### src/rtl/fcf_ser_if.sv
// Producer-side bus of the multilane serializer: cluster word input,
// module enable, and the serial/status outputs.
interface fcf_ser_if #(
    parameter int WORD_W     = 32,
    parameter int N_LANES    = 2,
    parameter int FIFO_DEPTH = 4
);
    localparam int LVL_W = $clog2(FIFO_DEPTH + 1);

    logic                enable;
    logic [WORD_W-1:0]   data_in;
    logic                data_valid;
    logic [N_LANES-1:0]  data_out;
    logic                busy;
    logic [LVL_W-1:0]    fifo_level;
    logic                overflow;

    modport master (
        output enable, data_in, data_valid,
        input  data_out, busy, fifo_level, overflow
    );

    modport slave (
        input  enable, data_in, data_valid,
        output data_out, busy, fifo_level, overflow
    );
endinterface

### src/rtl/fcf_multilane_serializer.sv
// Buffers cluster words in a small FIFO and ships each one MSB-first over
// N_LANES serial lanes, one start bit per lane, frames back-to-back.
module fcf_multilane_serializer #(
    parameter int WORD_W     = 32,
    parameter int N_LANES    = 2,
    parameter int FIFO_DEPTH = 4
) (
    input  logic       fs_clk,
    input  logic       reset_n,
    fcf_ser_if.slave   bus
);
    localparam int S     = WORD_W / N_LANES;
    localparam int CNT_W = $clog2(S + 1);
    localparam int LVL_W = $clog2(FIFO_DEPTH + 1);
    localparam int PTR_W = (FIFO_DEPTH > 1) ? $clog2(FIFO_DEPTH) : 1;

    typedef enum logic {IDLE, SHIFT} state_t;

    state_t              state_q, state_d;
    logic [WORD_W-1:0]   sh_q, sh_d;
    logic [CNT_W-1:0]    cnt_q, cnt_d;
    logic [N_LANES-1:0]  dout_q, dout_d;
    logic                busy_q, busy_d;
    logic [LVL_W-1:0]    level_q, level_d;
    logic                ovf_q, ovf_d;
    logic [PTR_W-1:0]    wr_ptr_q, wr_ptr_d;
    logic [PTR_W-1:0]    rd_ptr_q, rd_ptr_d;
    logic [WORD_W-1:0]   mem_q [FIFO_DEPTH];

    logic fifo_empty, fifo_full, frame_done, pop, push;

    function automatic logic [PTR_W-1:0] ptr_next(input logic [PTR_W-1:0] p);
        return (p == PTR_W'(FIFO_DEPTH - 1)) ? '0 : p + PTR_W'(1);
    endfunction

    always_comb begin
        // NOTE: every signal gets a default first so no path leaves it unassigned (no latches).
        state_d  = state_q;
        sh_d     = sh_q;
        cnt_d    = cnt_q;
        dout_d   = dout_q;
        busy_d   = busy_q;
        level_d  = level_q;
        ovf_d    = ovf_q;
        wr_ptr_d = wr_ptr_q;
        rd_ptr_d = rd_ptr_q;

        fifo_empty = (level_q == '0);
        fifo_full  = (level_q == LVL_W'(FIFO_DEPTH));
        frame_done = (state_q == IDLE) || (cnt_q == '0);
        // A pop frees a slot on the same edge, so a full FIFO still accepts the write.
        pop  = bus.enable && !fifo_empty && frame_done;
        push = bus.enable && bus.data_valid && (!fifo_full || pop);

        if (!bus.enable) begin
            state_d  = IDLE;
            sh_d     = '0;
            cnt_d    = '0;
            dout_d   = '0;
            busy_d   = 1'b0;
            level_d  = '0;
            ovf_d    = 1'b0;
            wr_ptr_d = '0;
            rd_ptr_d = '0;
        end else begin
            if (bus.data_valid && fifo_full && !pop) ovf_d = 1'b1;
            if (push) wr_ptr_d = ptr_next(wr_ptr_q);
            if (pop)  rd_ptr_d = ptr_next(rd_ptr_q);
            level_d = level_q + LVL_W'(push) - LVL_W'(pop);

            if (pop) begin
                sh_d    = mem_q[rd_ptr_q];
                dout_d  = '1;
                busy_d  = 1'b1;
                cnt_d   = CNT_W'(S);
                state_d = SHIFT;
            end else if (state_q == SHIFT) begin
                if (cnt_q != '0) begin
                    for (int k = 0; k < N_LANES; k++) begin
                        dout_d[k]      = sh_q[k*S + S - 1];
                        sh_d[k*S +: S] = sh_q[k*S +: S] << 1;
                    end
                    cnt_d = cnt_q - CNT_W'(1);
                end else begin
                    dout_d  = '0;
                    busy_d  = 1'b0;
                    state_d = IDLE;
                end
            end
        end
    end

    // NOTE: sequential state uses non-blocking assignments so all flops update together.
    always_ff @(posedge fs_clk or negedge reset_n) begin
        if (!reset_n) begin
            state_q  <= IDLE;
            sh_q     <= '0;
            cnt_q    <= '0;
            dout_q   <= '0;
            busy_q   <= 1'b0;
            level_q  <= '0;
            ovf_q    <= 1'b0;
            wr_ptr_q <= '0;
            rd_ptr_q <= '0;
        end else begin
            state_q  <= state_d;
            sh_q     <= sh_d;
            cnt_q    <= cnt_d;
            dout_q   <= dout_d;
            busy_q   <= busy_d;
            level_q  <= level_d;
            ovf_q    <= ovf_d;
            wr_ptr_q <= wr_ptr_d;
            rd_ptr_q <= rd_ptr_d;
        end
    end

    // NOTE: the word storage is not reset; the pointers and level alone decide what is valid.
    always_ff @(posedge fs_clk) begin
        if (push) mem_q[wr_ptr_q] <= bus.data_in;
    end

    assign bus.data_out   = dout_q;
    assign bus.busy       = busy_q;
    assign bus.fifo_level = level_q;
    assign bus.overflow   = ovf_q;
endmodule

### src/flat_wrapper.sv
// flat-port wrapper written by rule: the top's interface ports become plain ports
module fcf_multilane_serializer_flat 
#(
    parameter int WORD_W     = 32,
    parameter int N_LANES    = 2,
    parameter int FIFO_DEPTH = 4
)
  (fs_clk, reset_n, bus_enable, bus_data_in, bus_data_valid, bus_data_out, bus_busy, bus_fifo_level, bus_overflow);
  fcf_ser_if #(.WORD_W(WORD_W), .N_LANES(N_LANES), .FIFO_DEPTH(FIFO_DEPTH)) bus_i ();
  input  logic fs_clk;
  input  logic reset_n;
  input wire logic [$bits(bus_i.enable)-1:0] bus_enable;
  input wire logic [$bits(bus_i.data_in)-1:0] bus_data_in;
  input wire logic [$bits(bus_i.data_valid)-1:0] bus_data_valid;
  output wire logic [$bits(bus_i.data_out)-1:0] bus_data_out;
  output wire logic [$bits(bus_i.busy)-1:0] bus_busy;
  output wire logic [$bits(bus_i.fifo_level)-1:0] bus_fifo_level;
  output wire logic [$bits(bus_i.overflow)-1:0] bus_overflow;
  assign bus_i.enable = bus_enable;
  assign bus_i.data_in = bus_data_in;
  assign bus_i.data_valid = bus_data_valid;
  assign bus_data_out = bus_i.data_out;
  assign bus_busy = bus_i.busy;
  assign bus_fifo_level = bus_i.fifo_level;
  assign bus_overflow = bus_i.overflow;
  fcf_multilane_serializer #(.WORD_W(WORD_W), .N_LANES(N_LANES), .FIFO_DEPTH(FIFO_DEPTH)) u_core (.fs_clk(fs_clk), .reset_n(reset_n), .bus(bus_i));
endmodule
### config.mk
export PLATFORM = sky130hd
export DESIGN_NAME = fcf_multilane_serializer_flat
export DESIGN_NICKNAME = d
export VERILOG_FILES = /design/src/rtl/fcf_ser_if.sv /design/src/rtl/fcf_multilane_serializer.sv /design/src/flat_wrapper.sv
export SDC_FILE = /design/constraint.sdc
export NUM_CORES = 1
export LEC_CHECK = 0
export ABC_AREA = 0
export BUFFER_PORTS_ARGS = -buffer_cell sky130_fd_sc_hd__buf_2
export CORE_MARGIN = 2
export CORE_UTILIZATION = 40
export DETAILED_ROUTE_END_ITERATION = 16
export SLEW_MARGIN = 5
export SYNTH_ARGS = -nofsm -noshare
export SYNTH_HDL_FRONTEND = slang
export SYNTH_SLANG_ARGS = --single-unit
### constraint.sdc
create_clock -name fs_clk -period 3.6 [get_ports fs_clk]
set_input_delay 0.54 -clock fs_clk [delete_from_list [all_inputs] [get_ports fs_clk]]
set_output_delay 0.54 -clock fs_clk [all_outputs]
set_load 0.005 [all_outputs]
# Word level (Yosys, flattened, before mapping)
# Memory sizes are Yosys's and may differ from the RTL's.
# Index checks and enable logic that the tools add are counted.
# W data, S select, Z words.
dict set report totals {
  regBits 49
  ram_bits 128
  inputBits 36
  out_inout_bits 7
  wordCells 72
  n_memories 1
}
dict set report classes {
  addsub 5
  n_eq_ne 9
  mux 31
  bitwise_logic 1
  reduce_logical 16
}
# name words width rd rd_clocked_by_memory_dff wr line
set mem_list {}
lappend mem_list {u_core.mem_q 4 32 1 0 1 fcf_multilane_serializer.sv:28} ;# logic [WORD_W-1:0] mem_q [FIFO_DEPTH];
# operator n
set ops {}
lappend ops {{$mux W32} 4}
lappend ops {{$mux W2} 10}
lappend ops {{$mux W5} 4}
lappend ops {{$mux W1} 12}
lappend ops {{$logic_and A1 B1 Y1} 6}
lappend ops {{$ne A2 B1 Y1 const B} 3}
lappend ops {{$ne A3 B1 Y1 const B} 2}
lappend ops {{$logic_not A5 Y1} 1}
lappend ops {{$reduce_bool A5 Y1} 1}
lappend ops {{$sub A5 B1 Y5 const B} 1}
lappend ops {{$add A2 B1 Y2 const B} 2}
lappend ops {{$eq A2 B2 Y1 const B} 2}
lappend ops {{$reduce_and A2 Y1} 2}
lappend ops {{$add A3 B1 Y3} 1}
lappend ops {{$eq A3 B3 Y1 const B} 1}
lappend ops {{$logic_not A1 Y1} 3}
lappend ops {{$logic_not A3 Y1} 1}
lappend ops {{$mux W3} 1}
lappend ops {{$ne A3 B2 Y1 const B} 1}
lappend ops {{$sub A3 B1 Y3} 1}
lappend ops {{$logic_or A1 B1 Y1} 2}
lappend ops {{$not A1 Y1} 1}

# Depth between registers and ports, before layout
dict set report logic_depth {
  word_depth 9
  ltp_mapped 14
  mapped_depth_nobuf 13
}

# Worst setup path after synthesis
# No wires, ideal clock.
dict set report synth_path {
  path_kind {reg2reg}
  from {register u_core.cnt_q[0]}
  to {memory u_core.mem_q[3][0] (enable)}
  setup_time_ns 0.392
  t_arrival_ns 2.453
  t_required_ns 3.208
  slack_ns 0.755
  stages_incl_launch_ff 8
  n_path_buf 1
  period_less_slack_ns 2.845
  cell_sequence {dfrtp_1 -> inv_1 -> ha_1 -> or4b_4 -> and2_4 -> buf_6 -> a31oi_1 -> and2_1}
}
dict set report synth_via {
  elab_chain_len 7
}
# element line
set synth_rtl {}
lappend synth_rtl {{start, declared} fcf_multilane_serializer.sv:21} ;# logic [CNT_W-1:0] cnt_q, cnt_d;
lappend synth_rtl {{start signal, assigned} fcf_multilane_serializer.sv:108} ;# cnt_q <= cnt_d;
lappend synth_rtl {{$logic_not A5 Y1} fcf_multilane_serializer.sv:50} ;# frame_done = (state_q == IDLE) || (cnt_q == '0);
lappend synth_rtl {{$logic_or A1 B1 Y1} fcf_multilane_serializer.sv:50}
lappend synth_rtl {{$logic_and A1 B1 Y1} fcf_multilane_serializer.sv:52} ;# pop = bus.enable && !fifo_empty && frame_done;
lappend synth_rtl {{$logic_or A1 B1 Y1} fcf_multilane_serializer.sv:53} ;# push = bus.enable && bus.data_valid && (!fifo_full || pop);
lappend synth_rtl {{$logic_and A1 B1 Y1} fcf_multilane_serializer.sv:53}
lappend synth_rtl {{$mux W1} fcf_multilane_serializer.sv:120} ;# if (push) mem_q[wr_ptr_q] <= bus.data_in;
lappend synth_rtl {{$mux W1 (not written as such)} fcf_multilane_serializer.sv:120}
lappend synth_rtl {{end, declared} fcf_multilane_serializer.sv:28}
# No other way between the ends.

# Worst setup path in the final report
dict set report layout_path {
  from {register u_core.cnt_q[0]}
  to {memory u_core.mem_q[2][21] (enable)}
}
# Same word-level chain as after synthesis.

==> results.cfg <==
[clock_tree]
clk_latency_ns = 0.43
cts_tree = built
postCtsSetupBuffers = 0
ctsResizeCount = 0
cts_buffer_depth = 2
postCtsHoldBufs = 0
cts_buffers = 17
htreeDepth = 4
root_buffer = clkbuf_16
cts.sinks = 177
clkSlewWorstSetupHoldPaths_ns = 0.06

[power_and_ir_drop]
ir_worst_vdd_v = 0.0004182
cellLeakagePower_nw = 2.931
power_density_nw_per_um2 = 769.4

[yosys]
synthAdderAreaFrac_pct = 1.875
synth-seq-cells = 177
yosysSeqAreaShare_pct = 71.69
ys_types = 35
yosys.area_share.simple_pct = 6.316
synth_top_family_by_area = multiplexers
postSynthCellCount = 448
synth_compound_area_share_pct = 7.537
synth_xor_xnor_area_share_pct = 0.2477
yosys_warnings = 0
avgSynthCellArea_um2 = 15.79
syn_nets = 494
synthMuxAreaShare_pct = 10.19
synth_area_um2 = 7072

[critical_path]
crit_type = reg -> reg
crit_fanout = 32
cpMaxStageDelayCell = or4b_4
critPathBufInv = 2
startpoint_type = flip-flop
crit_chain = inv_1 -> ha_1 -> or4b_4 -> and2_4 -> a31oi_1 -> and2_1 -> buf_4
required_ns = 3.66
worstSetupEndpointType = flip-flop
critPathMaxStageDelay_ns = 0.48
cp.arrival_ns = 2.76
path_delay_family = simple AND/OR/NAND/NOR gates

[route]
drt-wirelength-per-cell_um = 18.46
wirelength_mm = 13.42
ant_nets = 0
drtPass1Iterations = 4
drc = 0
drt_iter0_drc = 222
vias = 3851
viasPerCell = 5.297

[grt]
grt_pass1_wl_mm = 21.49
antenna_found_initial = 0
grt_pass1_vias = 3991
grt-ovfl-total = 0
grt_max_degree = 67
grt_usage_pct = 15.53

[finish]
final_cell_mix = edfxtp_1, nand2_1, dfrtp_1
diodes = 0
drive_above_1_share_pct = 24.10
fin_nets = 536
final_common_cell = edfxtp_1
area_delta_synth_final_pct = 15.18
layout.cells.non_filler = 727
final_util_pct = 47.09

[sta]
period_minus_slack_ns = 2.706
setup_viol_count_final = 0
worstMarginPinSlew_ns = 1.102
max_clock_freq_ghz = 0.3695
rsz0062_at_grt = no
final_hold_viol_count = 0
maxSlewHeadroom_pct = 26.54
fin_tns_setup_ns = 0
finalClockSkew_ns = 0.01057
maxSlewViolCount = 0
period_share_pct = 75.17

[floorplanning]
core-area_um2 = 17300
ioPinCount = 43
dieWidth_um = 137.0
fp.dieArea_um2 = 18760
start_util_pct = 40.89
rows = 48
chipHeight_um = 137.0

[place]
place_hpwl_mm = 8.109
gp_congestion = 0.7392
port_buffers = 42
placed_cells = 696

[run]
cap_violations = 0

[min_path]
min-delay-path-class = in -> reg

[status]
status = finished clean
[synth_stat cells]
cell type  number  share of area [%]
a21o_2          1               0.12
or4_1           1               0.11
a21boi_1        1               0.11
a21boi_0        2               0.21
o21a_1          2               0.21
inv_1           7               0.37
a31o_2          1               0.12
clkbuf_1       21                1.1
nor3_1          4               0.28
o221a_2         1               0.16
nor2b_1         3               0.27
o211a_1         1               0.14
nand3b_1        2               0.21
buf_6           1               0.16
dfrtp_1        49                 17
and2_4          1               0.12
nor2_1          5               0.27
o21ai_0        38                2.7
or4b_4          1               0.19
o41ai_1         1               0.12
a21oi_1         8               0.57
a41oi_1         1               0.12
buf_2           7               0.50
edfxtp_1      128                 54
mux4_2         32                 10
ha_1            9                1.6
xnor2_1         2               0.25
a31oi_1        31                2.7
nand2_1        72                3.8
fa_1            1               0.28
nor4b_1         1               0.12
nand3_1         3               0.21
o31ai_1         2               0.21
and2_1          6               0.53
or3_1           2               0.18
[area by class of cell]
class | count | area (µm²)
clock inverter | 14 | 200.2
clock buffer | 17 | 425.4
tap | 225 | 281.5
fill | 1511 | 9151
multi-input combinational | 235 | 1856
inverter | 7 | 26.28
sequential | 177 | 5071
timing repair buffer | 52 | 285.3
[worst reg2reg max path: stages, from the launching register on]
cell and delay, ns:
dfrtp_1 0.39, inv_1 0.10, ha_1 0.17, or4b_4 0.48, and2_4 0.21, a31oi_1 0.33
and2_1 0.19, buf_4 0.45
[sequential cells by signal, summed over array words and instances, names as in the netlist]
register and flops:
u_core.sh_q 32, u_core.state_q 1, u_core.bus.busy 1, u_core.bus.fifo_level 3, u_core.cnt_q 5, u_core.mem_q 128
u_core.bus.overflow 1, u_core.bus.data_out 2, u_core.wr_ptr_q 2, u_core.rd_ptr_q 2
[layer usage]
layer  vias to the layer above  part of all wire [%]  global-route usage (%)
met3                        14                   5.0                   3.667
met5                         -                     0                       0
met2                        88                    51                   25.15
met1                      1952                    43                   20.48
met4                         0                   1.2                   5.785
li1                       1797                     -                       -
[stage by stage]
step	total power [mW]	hold WS, ns	instance area (µm²)	worst slack [ns]
final	6.267	0.3245	8145	0.8940
after global routing	6.627	0.3183	8145	0.6759
after CTS	6.348	0.3079	8145	0.8642
after detailed placement	4.392	0.5173	7520	0.8741
after global placement	4.354	0.5211	7520	0.9389
after floorplan	3.934	0.2444	7072	0.7554
[path summary, 6_finish.rpt]
check | startpoint | endpoint | slack [ns] | depth (start not counted)
worst max-delay path | u_core.cnt_q[0] | u_core.mem_q[2][21] | 0.89 | 7
worst min-delay path | bus_data_in[6] | u_core.mem_q[0][6] | 0.32 | 1
worst max register to register | u_core.cnt_q[0] | u_core.mem_q[2][21] | 0.89 | 7
worst min register to register | u_core.sh_q[29] | u_core.sh_q[29] | 0.53 | 2
max in group asynchronous | reset_n | u_core.rd_ptr_q[0] | 2.54 | 1
min in group asynchronous | reset_n | u_core.cnt_q[2] | 0.33 | 1
[power breakdown]
part | switching, mW | leakage [nW] | internal, mW | total, mW
registers | 0.253 | 1.81 | 2.44 | 2.69
logic | 0.911 | 0.817 | 0.720 | 1.63
clock network | 0.775 | 0.305 | 1.17 | 1.95
[cell families (layout without fill, tap and decap cells)]
kind of cell | count (synthesis) | after routing
AOI/OAI and AO/OA | 90 | 90
DFF | 177 | 177
buffers and inverters | 36 | 90
adders and majority gates | 10 | 10
and+or+nand+nor | 101 | 101
muxes | 32 | 32
xor gates and xnor gates | 2 | 2
Note: power is estimated with default switching activity, not from simulation.
